### src/rtl/axis_serdes_pkg.sv
// Shared definitions for the serdes lane transmitter (and its RX counterpart).
// Contents:
//   state_t       - transmit FSM states
//   START_BIT     - line level driven during the start bit
//   IDLE_LEVEL    - line level driven while idle / in the inter-frame gap
//   bit_cnt_width - width of a counter able to hold 0..bpl
package axis_serdes_pkg;

  typedef enum logic [2:0] {
    ST_IDLE,
    ST_START,
    ST_SHIFT,
    ST_PAR,
    ST_GAP
  } state_t;

  localparam logic START_BIT  = 1'b1;
  localparam logic IDLE_LEVEL = 1'b0;

  function automatic int bit_cnt_width(input int bpl);
    return $clog2(bpl + 1);
  endfunction

endpackage

### src/rtl/axis_hold_reg.sv
// One-entry valid/ready holding register in front of the lane serializer.
// Ports:
//   clk, srst  - clock and synchronous active-high reset
//   wr_data    - word offered by the stream source
//   wr_valid   - source has a word
//   wr_ready   - registered, equals !full outside reset (low during reset)
//   data       - held word
//   full       - a word is held
//   pop        - consumer takes the held word this edge
module axis_hold_reg
  import axis_serdes_pkg::*;
#(
  parameter int WIDTH = 32
) (
  input  logic             clk,
  input  logic             srst,
  input  logic [WIDTH-1:0] wr_data,
  input  logic             wr_valid,
  output logic             wr_ready,
  output logic [WIDTH-1:0] data,
  output logic             full,
  input  logic             pop
);

  logic             full_reg;
  logic             full_next;
  logic             ready_reg;
  logic             accept;
  logic [WIDTH-1:0] data_reg;

  // ready is low whenever a word is held, so accept and pop never coincide.
  assign accept = wr_valid && ready_reg;

  always_comb begin
    full_next = full_reg;
    if (accept) begin
      full_next = 1'b1;
    end else if (pop) begin
      full_next = 1'b0;
    end
  end

  always_ff @(posedge clk) begin
    if (srst) begin
      full_reg  <= 1'b0;
      ready_reg <= 1'b0;
      data_reg  <= '0;
    end else begin
      full_reg  <= full_next;
      ready_reg <= !full_next;
      if (accept) begin
        data_reg <= wr_data;
      end
    end
  end

  assign wr_ready = ready_reg;
  assign data     = data_reg;
  assign full     = full_reg;

endmodule

### src/rtl/axis_serdes_tx_lanes.sv
// AXI-stream transmit serializer striping each word across NUM_LANES lanes.
// Lane k carries tdata[k*BPL +: BPL]; each frame is a start bit (all lanes 1),
// BPL data bits LSB-first, an optional even-parity bit, then MIN_IDLE zeros.
// Optional feature: define AXIS_SERDES_PARITY_EN to add the per-lane parity bit.
// Ports:
//   tx_clk, tx_reset - bit clock, synchronous active-high reset
//   s_axis_tdata/valid/ready - stream slave (one-entry holding register)
//   tx_lane      - serial lane outputs (registered)
//   busy         - frame in progress (START/SHIFT/PAR/GAP)
//   frame_count  - frames fully sent, wraps
module axis_serdes_tx_lanes
  import axis_serdes_pkg::*;
#(
  parameter int DATA_WIDTH  = 32,
  parameter int NUM_LANES   = 1,
  parameter int MIN_IDLE    = 2,
  parameter int FRAME_CNT_W = 16
) (
  input  logic                   tx_clk,
  input  logic                   tx_reset,
  input  logic [DATA_WIDTH-1:0]  s_axis_tdata,
  input  logic                   s_axis_valid,
  output logic                   s_axis_ready,
  output logic [NUM_LANES-1:0]   tx_lane,
  output logic                   busy,
  output logic [FRAME_CNT_W-1:0] frame_count
);

  localparam int BPL   = DATA_WIDTH / NUM_LANES;
  localparam int CNT_W = bit_cnt_width(BPL);
  localparam int GAP_W = (MIN_IDLE < 1) ? 1 : $clog2(MIN_IDLE + 1);
  localparam logic [CNT_W-1:0] BPL_CNT  = CNT_W'(BPL);
  localparam logic [GAP_W-1:0] GAP_LAST = GAP_W'(MIN_IDLE);

  generate
    if (NUM_LANES < 1 || (DATA_WIDTH % NUM_LANES) != 0) begin : g_bad_cfg
      $error("axis_serdes_tx_lanes: DATA_WIDTH must be a multiple of NUM_LANES >= 1");
    end
  endgenerate

  state_t                 state_reg;
  logic [NUM_LANES-1:0]   lane_reg;
  logic                   busy_reg;
  logic [FRAME_CNT_W-1:0] frame_count_reg;
  logic [DATA_WIDTH-1:0]  shift_reg;
  logic [CNT_W-1:0]       bit_cnt_reg;
  logic [GAP_W-1:0]       gap_cnt_reg;

  logic [DATA_WIDTH-1:0]  hold_data;
  logic                   hold_full;
  logic                   pop;
  logic                   last_bit;
  logic                   count_frame;
  logic                   frame_done;
  logic [NUM_LANES-1:0]   lsb_vec;
  logic [DATA_WIDTH-1:0]  shift_next;
`ifdef AXIS_SERDES_PARITY_EN
  logic [NUM_LANES-1:0]   par_vec;
  logic [NUM_LANES-1:0]   par_reg;
`endif

  axis_hold_reg #(.WIDTH(DATA_WIDTH)) u_hold (
    .clk      (tx_clk),
    .srst     (tx_reset),
    .wr_data  (s_axis_tdata),
    .wr_valid (s_axis_valid),
    .wr_ready (s_axis_ready),
    .data     (hold_data),
    .full     (hold_full),
    .pop      (pop)
  );

  // Each lane keeps its own slice of the shifter; all slices shift together.
  generate
    for (genvar gi = 0; gi < NUM_LANES; gi++) begin : g_lane
      logic [BPL-1:0] lane_bits;
      assign lane_bits                   = shift_reg[gi*BPL +: BPL];
      assign lsb_vec[gi]                 = lane_bits[0];
      assign shift_next[gi*BPL +: BPL]   = lane_bits >> 1;
`ifdef AXIS_SERDES_PARITY_EN
      assign par_vec[gi]                 = ^hold_data[gi*BPL +: BPL];
`endif
    end
  endgenerate

  // bit_cnt_reg holds how many data bits are already on the lanes.
  assign last_bit = (bit_cnt_reg == BPL_CNT);

  // frame_done marks the final cycle of a frame, where a held word can start
  // the next frame immediately without passing through IDLE.
  always_comb begin
    count_frame = 1'b0;
    frame_done  = 1'b0;
    case (state_reg)
`ifdef AXIS_SERDES_PARITY_EN
      ST_PAR: begin
        count_frame = 1'b1;
        frame_done  = (MIN_IDLE == 0);
      end
`else
      ST_SHIFT: begin
        count_frame = last_bit;
        frame_done  = last_bit && (MIN_IDLE == 0);
      end
`endif
      ST_GAP:  frame_done = (gap_cnt_reg == GAP_LAST);
      default: ;
    endcase
  end

  assign pop = hold_full && ((state_reg == ST_IDLE) || frame_done);

  always_ff @(posedge tx_clk) begin
    if (tx_reset) begin
      state_reg       <= ST_IDLE;
      lane_reg        <= '0;
      busy_reg        <= 1'b0;
      frame_count_reg <= '0;
      shift_reg       <= '0;
      bit_cnt_reg     <= '0;
      gap_cnt_reg     <= '0;
`ifdef AXIS_SERDES_PARITY_EN
      par_reg         <= '0;
`endif
    end else begin
      if (count_frame) begin
        frame_count_reg <= frame_count_reg + FRAME_CNT_W'(1);
      end
      if (pop) begin
        state_reg   <= ST_START;
        lane_reg    <= {NUM_LANES{START_BIT}};
        busy_reg    <= 1'b1;
        shift_reg   <= hold_data;
        bit_cnt_reg <= '0;
`ifdef AXIS_SERDES_PARITY_EN
        par_reg     <= par_vec;
`endif
      end else begin
        case (state_reg)
          ST_IDLE: begin
            lane_reg <= {NUM_LANES{IDLE_LEVEL}};
            busy_reg <= 1'b0;
          end
          ST_START: begin
            state_reg   <= ST_SHIFT;
            lane_reg    <= lsb_vec;
            shift_reg   <= shift_next;
            bit_cnt_reg <= CNT_W'(1);
          end
          ST_SHIFT: begin
            if (!last_bit) begin
              lane_reg    <= lsb_vec;
              shift_reg   <= shift_next;
              bit_cnt_reg <= bit_cnt_reg + CNT_W'(1);
`ifdef AXIS_SERDES_PARITY_EN
            end else begin
              state_reg <= ST_PAR;
              lane_reg  <= par_reg;
            end
          end
          ST_PAR: begin
            if (MIN_IDLE == 0) begin
`else
            end else if (MIN_IDLE == 0) begin
`endif
              state_reg <= ST_IDLE;
              lane_reg  <= {NUM_LANES{IDLE_LEVEL}};
              busy_reg  <= 1'b0;
            end else begin
              state_reg   <= ST_GAP;
              lane_reg    <= {NUM_LANES{IDLE_LEVEL}};
              gap_cnt_reg <= GAP_W'(1);
            end
          end
          ST_GAP: begin
            if (gap_cnt_reg != GAP_LAST) begin
              gap_cnt_reg <= gap_cnt_reg + GAP_W'(1);
            end else begin
              state_reg <= ST_IDLE;
              busy_reg  <= 1'b0;
            end
          end
          default: state_reg <= ST_IDLE;
        endcase
      end
    end
  end

  assign tx_lane     = lane_reg;
  assign busy        = busy_reg;
  assign frame_count = frame_count_reg;

endmodule

### config.mk
export PLATFORM = sky130hd
export DESIGN_NAME = axis_serdes_tx_lanes
export DESIGN_NICKNAME = d
export VERILOG_FILES = /design/src/rtl/axis_serdes_pkg.sv /design/src/rtl/axis_hold_reg.sv /design/src/rtl/axis_serdes_tx_lanes.sv
export SDC_FILE = /design/constraint.sdc
export NUM_CORES = 1
export LEC_CHECK = 0
export CAP_MARGIN = 20
export CELL_PAD_IN_SITES_DETAIL_PLACEMENT = 0
export CELL_PAD_IN_SITES_GLOBAL_PLACEMENT = 1
export CORE_UTILIZATION = 38
export DETAILED_ROUTE_END_ITERATION = 6
export PLACE_DENSITY_LB_ADDON = 0.1
export REMOVE_ABC_BUFFERS = 1
export SLEW_MARGIN = 20
export SYNTH_ARGS = -nofsm -noshare
export SYNTH_HDL_FRONTEND = slang
export SYNTH_SLANG_ARGS = --single-unit
### constraint.sdc
create_clock -name tx_clk -period 1.8 [get_ports tx_clk]
set_input_delay 0.36 -clock tx_clk [delete_from_list [all_inputs] [get_ports tx_clk]]
set_output_delay 0.36 -clock tx_clk [all_outputs]
set_load 0.03 [all_outputs]
== After elaboration in Yosys (flattened, before gate mapping) ==
Index checks and enable logic that the tools add are counted.

* Register bits after elaboration: 95
* Input port bits: 35
* Output and inout port bits: 19
* Logic and storage cells: 69

* Add/subtract/negate cells: 3
* Equality and inequality tests: 14
* Muxes and demuxes: 22
* Bitwise operators: 2
* Reduce and logical (&&, ||, !) cells: 17

{| class="wikitable"
|+ Operators with widths
! cell !! count
|-
| $mux W32 || 2
|-
| $pmux W32 S2 || 1
|-
| $add A16 B1 Y16 const B || 1
|-
| $ne A2 B2 Y1 const B || 6
|-
| $pmux W3 S4 || 1
|-
| $pmux W6 S2 || 1
|-
| $mux W1 || 9
|-
| $ne A3 B3 Y1 const B || 3
|-
| $add A6 B1 Y6 const B || 1
|-
| $eq A6 B6 Y1 const B || 1
|-
| $mux W3 || 2
|-
| $mux W6 || 1
|-
| $reduce_and A2 Y1 || 3
|-
| $reduce_and A3 Y1 || 2
|-
| $reduce_bool A3 Y1 || 2
|-
| $mux W2 || 2
|-
| $pmux W2 S2 || 1
|-
| $reduce_and A4 Y1 || 1
|-
| $reduce_bool A2 Y1 || 2
|-
| $reduce_bool A4 Y1 || 1
|-
| $eq A3 B1 Y1 const B || 1
|-
| $eq A3 B2 Y1 const B || 1
|-
| $eq A3 B3 Y1 const B || 1
|-
| $logic_not A3 Y1 || 1
|-
| 9 further kinds || 11
|}

== Longest topological paths before layout ==
Gate-level depths: netlist of run 1.

* Depth in word-level cells: 7
* Depth in mapped cells: 7
* Mapped depth without buffers: 6

== Modules after synthesis ==
Synthesis of run 1 repeated with hierarchy kept, for this count alone.

* Cells, all modules: 598
* Area, all modules: 5238.8 um2

{| class="wikitable"
|+ Modules (own cells, without submodules)
! module !! times used !! cells each !! area an instance (um2) !! seq. area each (um2)
|-
| axis_serdes_tx_lanes || 1 || 446 || 3697.3 || 1221.2
|-
| axis_hold_reg || 1 || 152 || 1541.5 || 680.7
|}

== Worst setup path after synthesis of run 1 ==
No wires, ideal clock.

* Path kind: register to register
* From: reg bit_cnt_reg[2]
* To: reg shift_reg[10] (netlist: g_lane[0].lane_bits[10])
* Setup time: 0.122 ns
* Arrival time: 1.890 ns
* Required time: 1.678 ns
* Path slack: -0.212 ns
* Cell stages (with the launch flop): 6
* Path buffers: 1
* Period minus slack after synthesis: 2.012 ns
* Cells stage by stage: dfxtp_1 > or3_1 > o21ai_1 > buf_4 > mux2_2 > a221o_1

* Word-level cells in the longest chain between the ends: 3

{| class="wikitable"
|+ RTL lines
! what !! RTL line !! source
|-
| start, declared || axis_serdes_tx_lanes.sv:46 || <nowiki>logic [CNT_W-1:0] bit_cnt_reg;</nowiki>
|-
| start signal, assigned || axis_serdes_tx_lanes.sv:154 || <nowiki>bit_cnt_reg <= bit_cnt_reg + CNT_W'(1);</nowiki>
|-
| $eq A6 B6 Y1 || axis_serdes_tx_lanes.sv:87 || <nowiki>assign last_bit = (bit_cnt_reg == BPL_CNT);</nowiki>
|-
| $ne A3 B3 Y1 (no line) || -- ||
|-
| $reduce_and A2 Y1 (no line) || -- ||
|-
| end signal, assigned || axis_serdes_tx_lanes.sv:133 || <nowiki>shift_reg <= hold_data;</nowiki>
|-
| end signal, assigned || axis_serdes_tx_lanes.sv:147 || <nowiki>shift_reg <= shift_next;</nowiki>
|-
| end signal, assigned || axis_serdes_tx_lanes.sv:153 || <nowiki>shift_reg <= shift_next;</nowiki>
|-
| end, declared || axis_serdes_tx_lanes.sv:45 || <nowiki>logic [DATA_WIDTH-1:0] shift_reg;</nowiki>
|}

Every way passes these cells.
A chain may end at the register's enable or synchronous reset.

== Worst setup path in the final report of run 1 ==
* From: reg bit_cnt_reg[3]
* To: reg shift_reg[23] (netlist: g_lane[0].lane_bits[23])

Same word-level chain as after synthesis.

==> results by group, run 1 <==
Outcome
  • Status: complete, but fails checks
  • Failing checks: setup timing

STA
  • Skew final: 8.91 ps
  • Final Setup Violations: 32
  • Setup ws final: -133 ps
  • Max-slew violations: 0
  • Final TNS setup: -3610 ps
  • Slew @ Worst Pin: 430 ps
  • Hold slack: 367 ps
  • Minimum clock period: 1930 ps
  • Slew headroom: 0.711
  • Max Fclk: 517 MHz
  • Final hold violations: 0
  • RSZ-0062 raised after global routing: true
  • Period utilisation layout: 1.07

Setup path
  • Setup CP Type: register to register
  • CP Launch Type: register
  • Crit path DAT: 2170 ps
  • CP Max Fanout: 7
  • Worst Path Required: 2030 ps
  • Setup crit end kind: register

Synthesis
  • Syn avg cell area: 7.95 um2
  • Ys flop type: dfxtp_1
  • Yosys cell types: 47
  • Register area share after synthesis: 0.397
  • Mapped Area: 4790 um2
  • Yosys Warn Count: 0
  • Async S/R FF share, synth: 0
  • Yosys reg bits: 95
  • Cells after Synth: 602
  • Post-synth EDFFs: 0

Final layout
  • P&R area growth vs syn: 34.4%
  • Layout Cells excl Fill: 850
  • FF/Latch Area: 1910 um2
  • # nets final: 716
  • Ant diodes: 0
  • Post-route design area: 6430 um2
  • Fillers: 1166
  • End-of-flow core utilization: 0.529
  • Share of layout cells above drive strength 1: 0.196
  • Area of the multi-input gates: 2880 um2

Routing
  • Routed Antenna Nets: 0
  • Vias: 4546
  • DRT met1 WL: 6310 um
  • DRC: 0
  • WL/cell: 15.5 um
  • Routed WL: 13100 um
  • Post-DR vias/cell: 5.35
  • Met3 wire len: 426 um
  • Initial DRC count: 287
  • Top sig layer: met4
  • Initial DRT Pass Iterations: 4
  • Met2 wire len: 6230 um

Worst hold path
  • Hold Crit Class: primary input to register

Clocking
  • Clock Latency Late Sink: 350 ps
  • Num CTS Buffers: 9
  • CTS Sinks: 95
  • H-Tree Depth: 3
  • Clock Tree Root: clkbuf_16
  • CTS tree: yes
  • Clk buf depth: 2
  • Clk pin slew, worst setup/hold paths: 70 ps

Placed design
  • Post-Place Cells: 821
  • GP Congestion: 0.747
  • Final HPWL DP: 7890 um
  • Area after DPL: 5770 um2
  • Number of port buffers: 53

Run
  • Max-cap viol count: 0

Floorplanning
  • Die Area: 13100 um2
  • Die X: 114 um
  • Core area: 12200 um2
  • Boundary pin count: 54
  • Die Y: 114 um
  • Initial core utilization: 0.394
  • Row Count: 40

Global route
  • First-pass GRT wire length: 21300 um
  • Vias in the first global route: 4267
  • GRT Util Overall: 0.208
  • Initial antenna violation count: 0
  • Largest net degree at the start of global routing: 61
  • Grt total ovfl: 0

Pwr
  • P_leak: 2.45 nW
  • VDD IR max: 0.340 mV
  • Pwr dens: 693 nW/um2
report_power, final:
part	internal, W	switching (W)
clock	0.00101	0.000806
combinational	0.000221	0.000238
sequential	0.00215	0.0000365
cell type report:
class	count	share of cell area
inverters	10	0.00583
clock buffers	13	0.0404
well taps	168	0.0327
clock inverters	3	0.00272
repair buffers	108	0.174
flip-flops and latches	95	0.296
multi-input cells	453	0.448
cells by family after synthesis:
| logic type | Yosys count | share of synthesized area |
|---|---|---|
| flops | 95 | 0.397 |
| compound gates | 194 | 0.247 |
| buf+inv | 54 | 0.0491 |
| simple gates | 213 | 0.204 |
| xor+xnor | 10 | 0.0183 |
| mux | 32 | 0.0747 |
| fa+ha+maj | 4 | 0.0105 |
placed cells by master, fill, tap and decap left out, drive strengths merged, types with 14 or more instances in the layout:
cell type	count
clkbuf	14
a221o	30
clkdlybuf4s50	39
o21ai	35
nor2	16
mux2	30
dfxtp	95
a21oi	110
nand2	144
buf	55
worst max-delay path, cell delays in order (launching register included):
cell       delay (ps)
dfxtp_2           310
or3_4             400
o21ai_4           190
buf_12            160
clkbuf_16         170
mux2_4            300
a221o_1           280
final timing paths:
path	startpoint	end	slack, ps	cells after the start
worst max-delay path	bit_cnt_reg[3]	g_lane[0].lane_bits[23]	-130	6
worst min-delay path	tx_reset	state_reg[0]	370	2
worst max register to register	bit_cnt_reg[3]	g_lane[0].lane_bits[23]	-130	6
worst min register to register	u_hold.data[22]	u_hold.data[22]	460	2
Yosys cell counts (2+ instances only):
master	count	area share
xor2_1	5	0.0091
or2_2	3	0.0039
ha_1	4	0.010
dfxtp_1	95	0.40
buf_1	6	0.0047
nand3_2	2	0.0042
nand4_1	6	0.0078
nor2b_1	3	0.0039
xnor2_1	5	0.0091
nor2_1	16	0.013
and2_1	3	0.0039
o21ai_0	34	0.036
nand2b_1	4	0.0052
mux2i_1	2	0.0042
or3_1	4	0.0052
clkbuf_1	28	0.022
o31ai_1	7	0.011
nand2_1	144	0.11
a21oi_1	110	0.11
buf_6	2	0.0047
o211ai_1	3	0.0047
nand3_1	7	0.0073
and3_1	2	0.0026
a221o_1	30	0.063
nor3_1	4	0.0042
buf_2	5	0.0052
or4_1	8	0.013
buf_4	3	0.0047
mux2_2	30	0.071
inv_1	10	0.0078
timing repair:
action                                 CTS  global route
endpoints found under the hold margin    0             0
hold buffers                             0             0
resized for setup                       33            43
gates cloned                             3             1
buffers inserted                         4             6
setup endpoints to repair               47            47
pin swaps                               12            35
per-layer routing:
metal | up-vias | GRT usage
met3 | 10 | 0.0323
met1 | 2161 | 0.270
met2 | 71 | 0.348
met5 | - | 0
li1 | 2304 | -
met4 | 0 | 0.0788
through the flow:
stage	total power (W)	setup slack, ps
2_1_floorplan	0.00241	-1260
5_1_grt	0.00467	-193
4_1_cts	0.00451	-116
3_5_place_dp	0.00265	-144
3_3_place_gp	0.00265	-127
6_report	0.00446	-133
Power figures use the tool's default switching activity.
==> run 2: changes to the inputs <==
- CORE_MARGIN: not set -> 2
- PLACE_DENSITY_LB_ADDON: 0.1 -> 0.3
==> run 2 against run 1 <==
The flow still finishes with violations (setup timing). Critical endpoint is now g_lane[0].lane_bits[1]. Worst setup slack improved by 11 ps. Hold slack improved by 34 ps. Global-route usage fell by 0.90 points. Cell area rose by 0.23%.
==> results by group, run 2 (synthesis gave the netlist of run 1 again) <==
Outcome
  • Status: complete, but fails checks
  • Failing checks: setup timing

Global route
  • GRT Util Overall: 0.199 (-0.00902)
  • Initial antenna violation count: 0 (unchanged)
  • Grt total ovfl: 0 (unchanged)
  • Vias in the first global route: 4346 (+1.9%)
  • First-pass GRT wire length: 21600 um (+1.0%)
  • Largest net degree at the start of global routing: 61 (unchanged)

Final layout
  • # nets final: 713 (-0.42%)
  • Commonest non-fill, non-tap cells in the layout: 143 x nand2_1, 105 x a21oi_1, 89 x dfxtp_1
  • Commonest non-fill, non-tap cell in the layout: nand2_1
  • Ant diodes: 0 (unchanged)
  • Layout Cells excl Fill: 851 (+0.12%)
  • End-of-flow core utilization: 0.517 (-0.0117)
  • Share of layout cells above drive strength 1: 0.193 (-0.00355)
  • P&R area growth vs syn: 34.7%

Clocking
  • H-Tree Depth: 3 (unchanged)
  • Num CTS Buffers: 9 (unchanged)
  • Clk pin slew, worst setup/hold paths: 70 ps (about the same)
  • CTS tree: yes
  • CTS Sinks: 95 (unchanged)
  • Clk buf depth: 2 (unchanged)
  • Clock Latency Late Sink: 350 ps (about the same)
  • Clock Tree Root: clkbuf_16

Floorplanning
  • Die Y: 116 um (+1.8%)
  • Row Count: 41 (+2.5%)
  • Die X: 116 um (+1.8%)
  • Boundary pin count: 54 (unchanged)
  • Initial core utilization: 0.384 (-0.00960)
  • Die Area: 13500 um2 (+3.5%)
  • Core area: 12500 um2 (+2.5%)

STA
  • RSZ-0062 raised after global routing: true
  • Final hold violations: 0 (unchanged)
  • Period utilisation layout: 1.07 (-0.00602)
  • Minimum clock period: 1920 ps (-10.8 ps)
  • Max-slew violations: 0 (unchanged)
  • Setup ws final: -122 ps (+10.8 ps)
  • Slew headroom: 0.669 (-0.0427)
  • Skew final: 8.57 ps (-0.339 ps)
  • Slew @ Worst Pin: 496 ps (+65.9 ps)
  • Max Fclk: 520 MHz (+0.56%)
  • Hold slack: 402 ps (+34.5 ps)
  • Final Setup Violations: 30 (-6.3%)

Setup path
  • Setup CP Type: register to register
  • CP Max Fanout: 5 (-2)
  • Reg2reg start: bit_cnt_reg[3]
  • Crit Reg-Reg Endpoint: g_lane[0].lane_bits[1]
  • CP Launch Type: register
  • Reg2Reg Setup Slack: -120 ps (about the same)
  • Setup crit end kind: register
  • Crit path DAT: 2160 ps (about the same)
  • R2r worst-path depth: 6 (unchanged)
  • Worst Path Required: 2040 ps (about the same)

Worst hold path
  • Hold Crit Class: primary input to register
  • Worst Hold End: frame_count[1]
  • WHS Path Cells: 2 (unchanged)
  • Min-Delay Startpoint: tx_reset

Routing
  • DRC: 0 (unchanged)
  • Post-DR vias/cell: 5.38 (+0.67%)
  • Initial DRT Pass Iterations: 4 (unchanged)
  • Initial DRC count: 189 (-34%)
  • Routed WL: 12900 um (-1.8%)
  • Routed Antenna Nets: 0 (unchanged)
  • Vias: 4582 (+0.79%)
  • WL/cell: 15.2 um (-1.9%)

Placed design
  • Post-Place Cells: 821 (unchanged)
  • Number of port buffers: 53 (unchanged)
  • GP Congestion: 0.782 (+4.7%)
  • Final HPWL DP: 7770 um (-1.5%)

Pwr
  • Pwr dens: 718 nW/um2 (+3.6%)
  • P_leak: 2.43 nW (-0.75%)
  • VDD IR max: 0.576 mV (+69%)

Run
  • Max-cap viol count: 0 (unchanged)
## run 2: metrics by stage
stage | setup slack [ps] | cell area, um2 | total power, W | setup TNS (ps)
after floorplan | -1260 | 4590 | 0.00241 | -45110
after global placement | -128 | 5720 | 0.00263 | -3360
after detailed placement | -167 | 5720 | 0.00264 | -4560
after CTS | -124 | 6280 | 0.00469 | -2700
after global routing | -162 | 6450 | 0.00482 | -4430
final | -122 | 6450 | 0.00463 | -3180
## run 2: what timing repair did
item / in CTS / in global routing
hold endpoints to repair: 0 / 0
hold buffers: 0 / 0
gates resized for setup: 53 / 29
setup buffers: 4 / 5
gates cloned: 3 / 2
pin swaps: 12 / 35
endpoints found under the setup margin: 50 / 44
## run 2: worst max path at each step
stage                         from                       to  slack (ps)
floorplan           bit_cnt_reg[2]   g_lane[0].lane_bits[0]       -1260
global placement    bit_cnt_reg[2]  g_lane[0].lane_bits[14]        -130
detailed placement  bit_cnt_reg[2]  g_lane[0].lane_bits[20]        -170
CTS                 bit_cnt_reg[4]  g_lane[0].lane_bits[20]        -120
global route        bit_cnt_reg[3]   g_lane[0].lane_bits[1]        -160
finish              bit_cnt_reg[3]   g_lane[0].lane_bits[1]        -120
## run 2: report_power, final
group | internal [W] | switching (W)
combinational | 0.000222 | 0.000231
sequential | 0.00215 | 0.0000379
clock | 0.00119 | 0.000802
## run 2: routing by layer
layer  global-route usage  part of all wire
met5                    0                 0
met4               0.0476             0.012
met3               0.0535             0.047
met2                0.337              0.48
met1                0.253              0.46
## run 2: critical path, cell delays in order (launching register included)
cell	delay (ps)
dfxtp_2	320
or3_4	400
o21ai_4	200
buf_12	160
buf_12	130
mux2_4	300
a221o_1	300
## run 2: final cells by class
class	instances	area, um2
Clock inverter	3	40.0
Fill cell	1184	6020
Inverter	10	37.5
Multi-Input combinational cell	454	2880
Timing Repair Buffer	104	1100
Sequential cell	95	1910
Clock buffer	13	270
Tap cell	172	215
